$ cat src/rtl/writeback_arbiter.sv
// Round-robin arbiter sharing the single X->W writeback port among execute units.
// A one-entry output register decouples the units from the writeback stage.
module writeback_arbiter #(
    parameter  int p_num_units    = 3,
    parameter  int p_addr_bits    = 32,
    parameter  int p_data_bits    = 32,
    parameter  int p_seq_num_bits = 8,
    localparam int SRC_W          = $clog2(p_num_units)
) (
    input  logic                                   clk,
    input  logic                                   rst,
    input  logic [p_num_units-1:0]                 x_val,
    output logic [p_num_units-1:0]                 x_rdy,
    input  logic [p_num_units*p_addr_bits-1:0]     x_pc,
    input  logic [p_num_units*p_seq_num_bits-1:0]  x_seq_num,
    input  logic [p_num_units*5-1:0]               x_waddr,
    input  logic [p_num_units*p_data_bits-1:0]     x_wdata,
    input  logic [p_num_units-1:0]                 x_wen,
    output logic                                   w_val,
    input  logic                                   w_rdy,
    output logic [p_addr_bits-1:0]                 w_pc,
    output logic [p_seq_num_bits-1:0]              w_seq_num,
    output logic [4:0]                             w_waddr,
    output logic [p_data_bits-1:0]                 w_wdata,
    output logic                                   w_wen,
    output logic [SRC_W-1:0]                       w_src
);

    logic                      val_q, val_d;
    logic [SRC_W-1:0]          prio_q, prio_d;
    logic [p_addr_bits-1:0]    pc_q, pc_d;
    logic [p_seq_num_bits-1:0] seq_q, seq_d;
    logic [4:0]                waddr_q, waddr_d;
    logic [p_data_bits-1:0]    wdata_q, wdata_d;
    logic                      wen_q, wen_d;
    logic [SRC_W-1:0]          src_q, src_d;

    logic                      grant_val;
    logic [SRC_W-1:0]          grant_idx;
    logic                      can_accept;
    logic                      xfer;

    // Rotating priority scan starting at prio_q.
    always_comb begin
        int idx;
        grant_val = 1'b0;
        grant_idx = '0;
        idx       = 0;
        for (int k = 0; k < p_num_units; k++) begin
            idx = int'(prio_q) + k;
            if (idx >= p_num_units) begin
                idx = idx - p_num_units;
            end
            if (!grant_val && x_val[idx]) begin
                grant_val = 1'b1;
                grant_idx = SRC_W'(idx);
            end
        end
    end

    // A draining entry frees the register in the same cycle, so refill is allowed.
    assign can_accept = !val_q || w_rdy;
    assign xfer       = rst && grant_val && can_accept;

    always_comb begin
        x_rdy = '0;
        for (int i = 0; i < p_num_units; i++) begin
            x_rdy[i] = xfer && (int'(grant_idx) == i);
        end
    end

    always_comb begin
        val_d   = val_q;
        prio_d  = prio_q;
        pc_d    = pc_q;
        seq_d   = seq_q;
        waddr_d = waddr_q;
        wdata_d = wdata_q;
        wen_d   = wen_q;
        src_d   = src_q;
        if (xfer) begin
            val_d   = 1'b1;
            pc_d    = x_pc[int'(grant_idx)*p_addr_bits +: p_addr_bits];
            seq_d   = x_seq_num[int'(grant_idx)*p_seq_num_bits +: p_seq_num_bits];
            waddr_d = x_waddr[int'(grant_idx)*5 +: 5];
            wdata_d = x_wdata[int'(grant_idx)*p_data_bits +: p_data_bits];
            wen_d   = x_wen[grant_idx];
            src_d   = grant_idx;
            prio_d  = (grant_idx == SRC_W'(p_num_units - 1)) ? '0 : grant_idx + 1'b1;
        end else if (val_q && w_rdy) begin
            val_d = 1'b0;
        end
    end

    always_ff @(posedge clk) begin
        if (!rst) begin
            val_q  <= 1'b0;
            prio_q <= '0;
        end else begin
            val_q  <= val_d;
            prio_q <= prio_d;
        end
    end

    // Payload is qualified by val_q, so it carries no reset.
    always_ff @(posedge clk) begin
        pc_q    <= pc_d;
        seq_q   <= seq_d;
        waddr_q <= waddr_d;
        wdata_q <= wdata_d;
        wen_q   <= wen_d;
        src_q   <= src_d;
    end

    assign w_val     = val_q && rst;
    assign w_pc      = pc_q;
    assign w_seq_num = seq_q;
    assign w_waddr   = waddr_q;
    assign w_wdata   = wdata_q;
    assign w_wen     = wen_q;
    assign w_src     = src_q;

endmodule

$ cat config.mk
export PLATFORM = sky130hd
export DESIGN_NAME = writeback_arbiter
export DESIGN_NICKNAME = d
export VERILOG_FILES = /design/src/rtl/writeback_arbiter.sv
export SDC_FILE = /design/constraint.sdc
export NUM_CORES = 1
export LEC_CHECK = 0
export CORE_UTILIZATION = 30
export DETAILED_ROUTE_END_ITERATION = 8
export PLACE_DENSITY = 0.7
export SLEW_MARGIN = 20
export SYNTH_ARGS = -nofsm -noshare
export SYNTH_HDL_FRONTEND = slang
export SYNTH_SLANG_ARGS = --single-unit
export TNS_END_PERCENT = 5
$ cat constraint.sdc
create_clock -name clk -period 8.3 [get_ports clk]
set_input_delay 1.245 -clock clk [delete_from_list [all_inputs] [get_ports clk]]
set_output_delay 1.245 -clock clk [all_outputs]
set_load 0.01 [all_outputs]
### Word level (Yosys, flattened, before mapping)

Index checks and enable logic that the tools add are counted.

| word-level totals | value |
|---|---|
| flip-flop bits (word level) | 83 |
| output and inout port bits | 84 |
| logic and storage cells | 67 |

| cells by class | value |
|---|---|
| $add $sub $neg | 6 |
| $mul | 1 |
| order comparisons | 7 |
| eq/ne operators | 3 |
| shift operators | 4 |
| mux-type cells | 23 |
| reductions and logical operators | 15 |

Operators by type and width:

| operator | number |
|---|---|
| $shiftx 96x8->32 | 2 |
| $lt 32x4->1 const B | 3 |
| $mux 32 | 3 |
| $shiftx 24x6->8 | 1 |
| $shiftx 15x6->5 | 1 |
| $mux 1 | 12 |
| $logic_and 1x1->1 | 9 |
| $bmux 1 s2 | 4 |
| $mux 2 | 4 |
| $sub 3x2->4 const B | 2 |
| $eq 2x2->1 const B | 3 |
| $ge 3x2->1 const B | 2 |
| $mul 2x3->5 const B | 1 |
| $add 2x1->3 const B | 1 |
| $add 2x2->3 const B | 1 |
| $logic_not 1->1 | 3 |
| $lt 2x3->1 const B | 1 |
| $sub 2x2->3 const B | 1 |
| $add 2x1->2 const B | 1 |
| $ge 2x2->1 const B | 1 |
| $logic_not 2->1 | 1 |
| $reduce_bool 2->1 | 1 |
| $logic_or 1x1->1 | 1 |

### Depth between registers and ports, before layout

Gate-level depths: netlist of the first run.

| logic depth | value |
|---|---|
| word-level depth | 15 |
| depth in mapped cells | 10 |

### Least setup slack after synthesis of the first run

No wires, ideal clock.

| timing | value |
|---|---|
| path type | input port to output port |
| start | in x_val[1] |
| end | out x_rdy[1] |
| arrival | 6.746 ns |
| data required time | 7.055 ns |
| slack | 0.309 ns |
| stages | 5 |
| path buffers | 0 |
| cell sequence | mux2i_1 -> o21a_1 -> a31oi_1 -> nand4_1 -> inv_1 |

| on the way | value |
|---|---|
| longest elaborated chain between the ends | 13 |
| elaborated cells between the ends (all ways) | 23 |
| those cells by class | 1 x eq/ne; 15 x mux; 7 x reduce/logical |

RTL lines:

| what | RTL line | RTL |
|---|---|---|
| from (decl) | 12 | `input logic [p_num_units-1:0] x_val,` |
| $bmux 1 s2 | 54 | `if (!grant_val && x_val[idx]) begin` |
| $mux 1 (not written as such) (2 in a row) | 54 |  |
| $mux 1 | 54 |  |
| $logic_not 1->1 | 54 |  |
| $logic_and 1x1->1 | 54 |  |
| $mux 1 | 54 |  |
| $logic_not 1->1 | 54 |  |
| $logic_and 1x1->1 | 54 |  |
| $mux 1 | 54 |  |
| $logic_and 1x1->1 (2 in a row) | 63 | `assign xfer = rst && grant_val && can_accept;` |
| $logic_and 1x1->1 * | 68 | `x_rdy[i] = xfer && (int'(grant_idx) == i);` |
| to (decl) | 13 | `output logic [p_num_units-1:0] x_rdy,` |

Mark *: on every way between the ends. The rest lies on a longest branch, timed or not. The select of a mux whose other input is x is not followed.

### Worst setup path in the final report of the first run

| timing | value |
|---|---|
| start | in x_val[2] |
| end | out x_rdy[1] |

Same word-level chain as after synthesis.

==> results of run 1 <==
## worst min-delay path, delay by kind of cell, from the launching register on
family | cells | cell delay, ns
flops | 1 | 0.35
simple gates | 1 | 0.09
compound gates | 1 | 0.06
## cell type report
class	count	area [um2]
flip-flops and latches	83	2460
well taps	188	235
clock buffers	10	229
inverters	7	26.3
fillers	1346	6980
multi-input cells	354	1940
clock inverters	6	31.3
repair buffers	331	3290
## registers in the layout, indices dropped and copies added (netlist names)
register	cells
w_pc	32
w_wdata	32
w_src	2
w_waddr	5
w_seq_num	8
prio_q	2
val_q	1
w_wen	1
## per-layer routing
layer	global-route usage [%]	share of wire (%)
met4	10.9	3.7
met2	37.8	51
met5	0	0
met1	21.7	38
met3	4.39	7.4
## cell families (layout without fill, tap and decap cells)
| kind of cell | Yosys count | count (layout) |
|---|---|---|
| flops | 83 | 83 |
| mux | 4 | 4 |
| fa+ha+maj | 4 | 4 |
| compound gates | 169 | 169 |
| buf+inv | 58 | 354 |
| simple gates | 177 | 177 |
## stage by stage
stage,worst slack [ns],cells
after floorplan,0.309,495
after global placement,3.18,963
after detailed placement,3.11,963
after CTS,3.10,979
after global routing,2.93,979
final,3.09,979
## placed cells by master (no fill, tap or decap), types with 2 or more instances in the layout
cell             instances
nor2_1                  79
clkbuf_16                9
o32ai_1                  2
a31oi_1                 78
nor2b_1                  3
nand2_1                  4
o21ai_0                 68
o21ai_1                 11
mux2i_1                  3
inv_1                    7
and2_1                   2
o21a_1                   2
buf_4                    8
ha_1                     4
nand2b_1                 3
clkinv_2                 3
nand3_1                 78
clkdlybuf4s50_1        323
nand3b_1                 2
edfxtp_1                80
clkinv_1                 2
dfxtp_1                  3
## worst min-delay path by stage
| stage | from | cells past startpoint | to |
|---|---|---|---|
| 4_1_cts | prio_q[1] | 2 | prio_q[1] |
| 6_report | prio_q[1] | 2 | prio_q[1] |
| 3_5_place_dp | val_q | 2 | val_q |
| 3_3_place_gp | prio_q[1] | 2 | prio_q[1] |
| 5_1_grt | prio_q[1] | 2 | prio_q[1] |
| 2_1_floorplan | prio_q[1] | 2 | prio_q[1] |
## power breakdown
part | internal (mW) | switching [mW]
clock | 0.200 | 0.154
sequential | 0.732 | 0.0461
combinational | 0.615 | 0.782
==> impl_metrics.json, run 1 <==
{
  "outcome": "complete, no violations",
  "rr_startpoint": "prio_q[0]",
  "drt.antenna.violating_nets": 0,
  "ys_seq_area_share_pct": 52.8,
  "synth_xor_area_share_pct": 0,
  "stdcell_area_um2": 8220,
  "max_freq_ghz": 0.192,
  "synth_cells": 495,
  "synthMostInstantiatedCell": "edfxtp_1",
  "final_max_slew_viol_count": 0,
  "max_slew_margin_pct": 40.8,
  "cts-resized-gates": 0,
  "insertedDiodeCount": 0,
  "synthSimpleGateAreaFrac_pct": 17.4,
  "critPathTopFamily": "buffers and inverters",
  "critPathCaptureType": "output pin",
  "cts_sinks": 83,
  "critPathKind": "input port to output pin",
  "whs_ns": 0.536,
  "crit_start": "x_val[2]",
  "cts_root_buf": "clkbuf_16",
  "synthFlopType": "edfxtp_1",
  "yosysTopAreaCell": "edfxtp_1",
  "cp_common_cell": "clkdlybuf4s50_1",
  "syn_nets": 739,
  "yosys-top-cells-area": "edfxtp_1 52%, a31oi_1 11%, nand3_1 8.4%",
  "setup_viol": 0,
  "grt_pass1_wl_um": 25200,
  "path_max_fanout": 77,
  "cp-start-kind": "input port",
  "grt_max_degree": 83,
  "finalNetCount": 1030,
  "synth_top_family_by_area": "compound AO/OA/AOI/OAI gates",
  "synth_edf_count": 80,
  "antenna_found_initial": 0,
  "ys_seq_elements": 83,
  "setup_tns_ns": 0,
  "row_count": 45,
  "synth_top_area_share_pct": 51.5,
  "crit_required_ns": 7.05,
  "avgViaCountPerCell": 5.29,
  "crit_path_end": "x_rdy[1]",
  "reg2reg_depth": 8,
  "ios": 324,
  "h-tree-depth": 3,
  "drive_gt1_share_pct": 3.92,
  "rsz0062_at_grt": "no",
  "finClkSkew_ns": 0.00992,
  "cts_buffer_depth": 2,
  "leakagePower_nw": 2.89,
  "synth_common_cells": "80 x edfxtp_1, 79 x a31oi_1, 79 x nor2_1",
  "p_total_mw": 2.53,
  "die_w_um": 127,
  "initial_utilization_pct": 30.7,
  "vias": 5183,
  "reg2reg_slack_ns": 5.15,
  "ys_types": 36,
  "postCtsSetupBuffers": 0,
  "core_area_um2": 15200,
  "finalWirelength_um": 16900,
  "post-route-period-util_pct": 62.8,
  "grt-ovfl-total": 0,
  "hold_viol": 0,
  "hp-class": "flip-flop to flip-flop",
  "ys_warn_count": 0,
  "syn_to_final_growth_pct": 76.3,
  "irDropWorstVdd_mv": 0.200,
  "p_per_area_nw_per_um2": 308,
  "worstPathCellList": "clkdlybuf4s50_1 -> nand2b_1 -> mux2_4 -> a22oi_4 -> buf_4 -> nand4_1 -> inv_1 -> clkdlybuf4s50_1",
  "hold_buffers": 0,
  "gp_congestion": 0.902,
  "numCtsBuffers": 9,
  "die_y_um": 127,
  "portBuffers": 323,
  "crit_slowest_cell": "clkdlybuf4s50_1",
  "syn_avg_cell_area_um2": 9.42,
  "synthArstFlopShare_pct": 0,
  "place_area_um2": 7960,
  "synthAdderAreaFrac_pct": 1.07,
  "cts_tree": "built",
  "drc": 0,
  "crit_cells": 8,
  "r2r-end": "w_seq_num[1]",
  "netlist_area_um2": 4660,
  "routedWlPerCell_um": 17.3,
  "synth-compound-area-share_pct": 21.8,
  "slowest_delay_ns": 0.62,
  "die_area_um2": 16000,
  "drt_iter0_markers": 330,
  "maxCapViolCount": 0,
  "hpwl_um": 12700,
  "final_core_util_pct": 54.1,
  "grtUsageTotal_pct": 20.4,
  "synth_mux_area_share_pct": 0.966,
  "path_clk_slew_ns": 0.06,
  "cp.arrival_ns": 3.97,
  "layout_min_cycle_time_ns": 5.21,
  "drt-pass1-iter-count": 6,
  "grt_pass1_vias": 4949,
  "path_buf_inv": 4,
  "clkLatencyLatePin_ns": 0.34,
  "tightest_slew_ns": 0.888
}
No activity file was read; power rests on OpenSTA's default activity.
==> run 2: changes to the inputs <==
- clock period: 8.3 -> 4.8 ns (I/O delays scaled with it)
==> impl_metrics.json, run 2 (synthesis results as in run 1) <==
{
  "outcome": "complete, no violations",
  "h-tree-depth": 3,
  "syn_to_final_growth_pct": 77.2,
  "hold_viol": 0,
  "portBuffers": 323,
  "grt_pass1_vias": 4989,
  "routedWlPerCell_um": 17.9,
  "dp_cells": 962,
  "reg2reg_depth": 8,
  "p_per_area_nw_per_um2": 544,
  "final_max_slew_viol_count": 0,
  "max_freq_ghz": 0.273,
  "layout_min_cycle_time_ns": 3.66,
  "grt_pass1_wl_um": 26100,
  "gp_congestion": 0.853,
  "hold_start": "prio_q[1]",
  "grtUsageTotal_pct": 21.1,
  "slowest_delay_ns": 0.62,
  "hold_buffers": 0,
  "reg2reg_slack_ns": 1.60,
  "irDropWorstVdd_mv": 0.412,
  "drt.antenna.violating_nets": 0,
  "finClkSkew_ns": 0.00353,
  "maxCapViolCount": 0,
  "critPathKind": "input port to output pin",
  "die_w_um": 127,
  "cp-start-kind": "input port",
  "r2r-end": "w_seq_num[5]",
  "critPathTopFamily": "buffers and inverters",
  "vias": 5207,
  "setup_viol": 0,
  "cts_tree": "built",
  "rsz0062_at_grt": "no",
  "crit_slowest_cell": "clkdlybuf4s50_1",
  "core_area_um2": 15200,
  "mostFrequentLayoutCells": "323 x clkdlybuf4s50_1, 80 x edfxtp_1, 79 x nor2_1",
  "cts-resized-gates": 0,
  "worstPathCellList": "clkdlybuf4s50_1 -> nand2b_1 -> mux2_4 -> a31oi_4 -> nand4_1 -> inv_1 -> clkdlybuf4s50_1",
  "initial_utilization_pct": 30.7,
  "whs_ns": 0.539,
  "drt_iter0_markers": 335,
  "hp-class": "flip-flop to flip-flop",
  "drive_gt1_share_pct": 3.92,
  "path_max_fanout": 9,
  "cts_buffer_depth": 2,
  "row_count": 45,
  "finalNetCount": 1029,
  "rr_startpoint": "prio_q[0]",
  "cts_sinks": 83,
  "ios": 324,
  "finalNonFillerCells": 978,
  "cp.arrival_ns": 2.94,
  "hpwl_um": 12400,
  "postCtsSetupBuffers": 0,
  "critPathCaptureType": "output pin",
  "tightest_slew_ns": 1.00,
  "finalWirelength_um": 17500,
  "avgViaCountPerCell": 5.32,
  "die_y_um": 127,
  "cts_root_buf": "clkbuf_16",
  "hold_end": "prio_q[1]",
  "max_slew_margin_pct": 33.1,
  "setup_tns_ns": 0,
  "insertedDiodeCount": 0,
  "hold_depth": 2,
  "path_clk_slew_ns": 0.06,
  "drt-pass1-iter-count": 5,
  "grt_max_degree": 83,
  "post-route-period-util_pct": 76.3,
  "drc": 0,
  "die_area_um2": 16000,
  "path_buf_inv": 3,
  "numCtsBuffers": 9,
  "clkLatencyLatePin_ns": 0.33,
  "cp_common_cell": "clkdlybuf4s50_1",
  "grt-ovfl-total": 0,
  "leakagePower_nw": 2.91,
  "antenna_found_initial": 0,
  "final_common_cell": "clkdlybuf4s50_1",
  "crit_required_ns": 4.08
}
-- run 2: worst max-delay path by stage --
stage,endpoint,start,depth (start not counted),slack (ns)
floorplan,x_rdy[1],prio_q[1],7,0.94
global placement,x_rdy[1],x_val[2],7,1.23
detailed placement,x_rdy[1],x_val[2],7,1.15
CTS,x_rdy[1],x_val[2],7,1.14
global route,x_rdy[1],x_val[2],7,1.00
finish,x_rdy[1],x_val[2],7,1.14
-- run 2: where the power goes --
part	switching [mW]	internal, mW
clock	0.271	0.449
sequential	0.0796	1.27
combinational	1.37	1.06
total	1.72	2.78
-- run 2: worst register-to-register path, cell delays in order, from the launching register on --
cell	delay, ns
dfxtp_1	0.37
inv_1	0.09
ha_1	0.40
mux2i_1	0.17
o21ai_1	0.38
o311a_2	0.68
buf_4	0.50
o21ai_0	0.18
a31oi_1	0.25
-- run 2: area by class of cell --
type / count / area (um2)
inverters: 7 / 26.3
well taps: 188 / 235
flip-flops and latches: 83 / 2460
repair buffers: 330 / 3290
fillers: 1345 / 6940
multi-input cells: 354 / 1940
clock buffers: 9 / 225
clock inverters: 7 / 82.6
-- run 2: per-stage QoR --
stage                     util [%]  area [um2]  setup WS (ns)  power, mW
after floorplan                  -        4680          0.944       2.76
after global placement        52.3        7950           1.23       3.74
after detailed placement      52.3        7950           1.15       3.80
after CTS                     54.3        8260           1.14       4.54
after global routing          54.3        8260           1.00       4.78
final                         54.3        8260           1.14       4.49
-- run 2: routing by layer --
metal | vias to the layer above | wire, um | GRT usage [%]
li1 | 2448 | - | -
met1 | 2450 | 6680 | 23.3
met2 | 264 | 8780 | 37.5
met3 | 45 | 1370 | 5.10
met4 | 0 | 684 | 10.9
met5 | - | 0 | 0
==> run 3: changes to the inputs <==
- PLACE_DENSITY: 0.7 -> 0.73
- clock period: 4.8 -> 3.2 ns (I/O delays scaled with it)
==> impl_metrics.json, run 3 (synthesis results as in run 1) <==
{
  "outcome": "complete, no violations",
  "initial_utilization_pct": 30.7,
  "numCtsBuffers": 9,
  "final_common_cell": "clkdlybuf4s50_1",
  "cts_sinks": 83,
  "finalNetCount": 1033,
  "maxCapViolCount": 0,
  "mostFrequentLayoutCells": "323 x clkdlybuf4s50_1, 80 x edfxtp_1, 78 x nand3_1, 78 x nor2_1, 78 x a31oi_1",
  "tightest_slew_ns": 0.808,
  "finClkSkew_ns": 0.00811,
  "final_max_slew_viol_count": 0,
  "p_per_area_nw_per_um2": 817,
  "hold_depth": 2,
  "hpwl_um": 12500,
  "drt-pass1-iter-count": 5,
  "die_area_um2": 16000,
  "setup_tns_ns": 0,
  "drc": 0,
  "post-route-period-util_pct": 95.9,
  "gp_congestion": 0.801,
  "routedWlPerCell_um": 18.2,
  "rsz0062_at_grt": "no",
  "die_w_um": 127,
  "nFillCells": 1421,
  "max_freq_ghz": 0.326,
  "portBuffers": 323,
  "ios": 324,
  "cts_tree": "built",
  "hp-class": "flip-flop to flip-flop",
  "grtUsageTotal_pct": 21.7,
  "irDropWorstVdd_mv": 0.573,
  "max_slew_margin_pct": 46.2,
  "dp_cells": 965,
  "clkLatencyLatePin_ns": 0.34,
  "grt_pass1_wl_um": 26600,
  "core_area_um2": 15200,
  "reg2reg_depth": 7,
  "pre_cts_slack_ns": 0.119,
  "path_clk_slew_ns": 0.06,
  "cts_buffer_depth": 2,
  "critPathKind": "flip-flop to output pin",
  "hold_buffers": 0,
  "leakagePower_nw": 2.92,
  "rr_startpoint": "prio_q[1]",
  "syn_to_final_growth_pct": 78.7,
  "hold_start": "prio_q[1]",
  "grt-ovfl-total": 0,
  "critPathCaptureType": "output pin",
  "crit_required_ns": 2.72,
  "cp-start-kind": "flip-flop",
  "drt.antenna.violating_nets": 0,
  "cts_root_buf": "clkbuf_16",
  "layout_min_cycle_time_ns": 3.07,
  "reg2reg_slack_ns": 0.57,
  "finalWirelength_um": 17900,
  "cp.arrival_ns": 2.59,
  "setup_slack_ns": 0.130,
  "row_count": 45,
  "finalNonFillerCells": 982,
  "path_max_fanout": 9,
  "drt_iter0_markers": 369,
  "grt_max_degree": 85,
  "r2r-end": "w_pc[30]",
  "p_total_mw": 6.80,
  "insertedDiodeCount": 0,
  "h-tree-depth": 3,
  "final_core_util_pct": 54.8,
  "die_y_um": 127,
  "hold_end": "prio_q[1]",
  "hold_viol": 0,
  "grt_pass1_vias": 4837,
  "avgViaCountPerCell": 5.21,
  "drive_gt1_share_pct": 5.16,
  "vias": 5117,
  "antenna_found_initial": 0,
  "setup_viol": 0
}
[run 3: cell types whose count changed in the layout (fill, tap and decap cells not counted), sizes merged]
| cell | change |
|---|---|
| buf | +4 |
| clkinvlp | +2 |
| bufinv | -1 |
| clkbuf | +2 |
| clkinv | -3 |
[run 3: final cells by class]
class                      instances  area, um2  share of cell area (%)
clock inverter                     5       53.8                   0.646
sequential                        83       2460                    29.6
inverter                           7       26.3                   0.315
tap                              188        235                    2.82
multi-input combinational        354       1980                    23.7
clock buffer                      11        233                    2.79
timing repair buffer             334       3340                    40.1
[run 3: power breakdown]
part | internal, mW | total [mW] | leakage, nW | switching, mW
combinational | 1.67 | 3.73 | 2.00 | 2.06
clock | 0.602 | 1.04 | 0.133 | 0.441
sequential | 1.90 | 2.03 | 0.789 | 0.128
[run 3: worst max-delay path, stage by stage, from the launching register on]
cell,delay (ns)
dfxtp_2,0.39
inv_1,0.10
ha_1,0.22
nand2b_1,0.15
mux2_4,0.35
a31oi_4,0.23
and2_1,0.20
clkdlybuf4s50_1,0.62
[run 3: how the worst max path moves through the flow]
| stage | cells after the start | slack [ns] | end | from |
|---|---|---|---|---|
| after floorplan | 8 | -0.33 | x_rdy[0] | prio_q[0] |
| final | 7 | 0.13 | x_rdy[2] | prio_q[1] |
| after global routing | 7 | 0.007 | x_rdy[2] | prio_q[1] |
| after detailed placement | 6 | 0.12 | x_rdy[2] | x_val[2] |
| after CTS | 7 | 0.05 | x_rdy[2] | prio_q[1] |
| after global placement | 6 | 0.14 | x_rdy[2] | x_val[2] |
[run 3: layer usage]
layer,up-vias,track usage [%],share of wire (%)
met3,29,4.81,7.8
met4,0,9.17,2.6
li1,2457,-,-
met5,-,0,0
met1,2398,25.9,40
met2,233,37.6,50
[run 3: repair_timing]
item                       4_1_cts  5_1_grt
gates resized for setup          0        1
setup endpoints to repair        0        2
setup buffers                    0        1
[run 3: stage by stage]
step                      hold slack, ns  instance area [um2]
after floorplan                    0.486                 4720
after global placement             0.505                 8030
after detailed placement           0.516                 8030
after CTS                          0.528                 8320
after global routing               0.543                 8330
final                              0.525                 8330
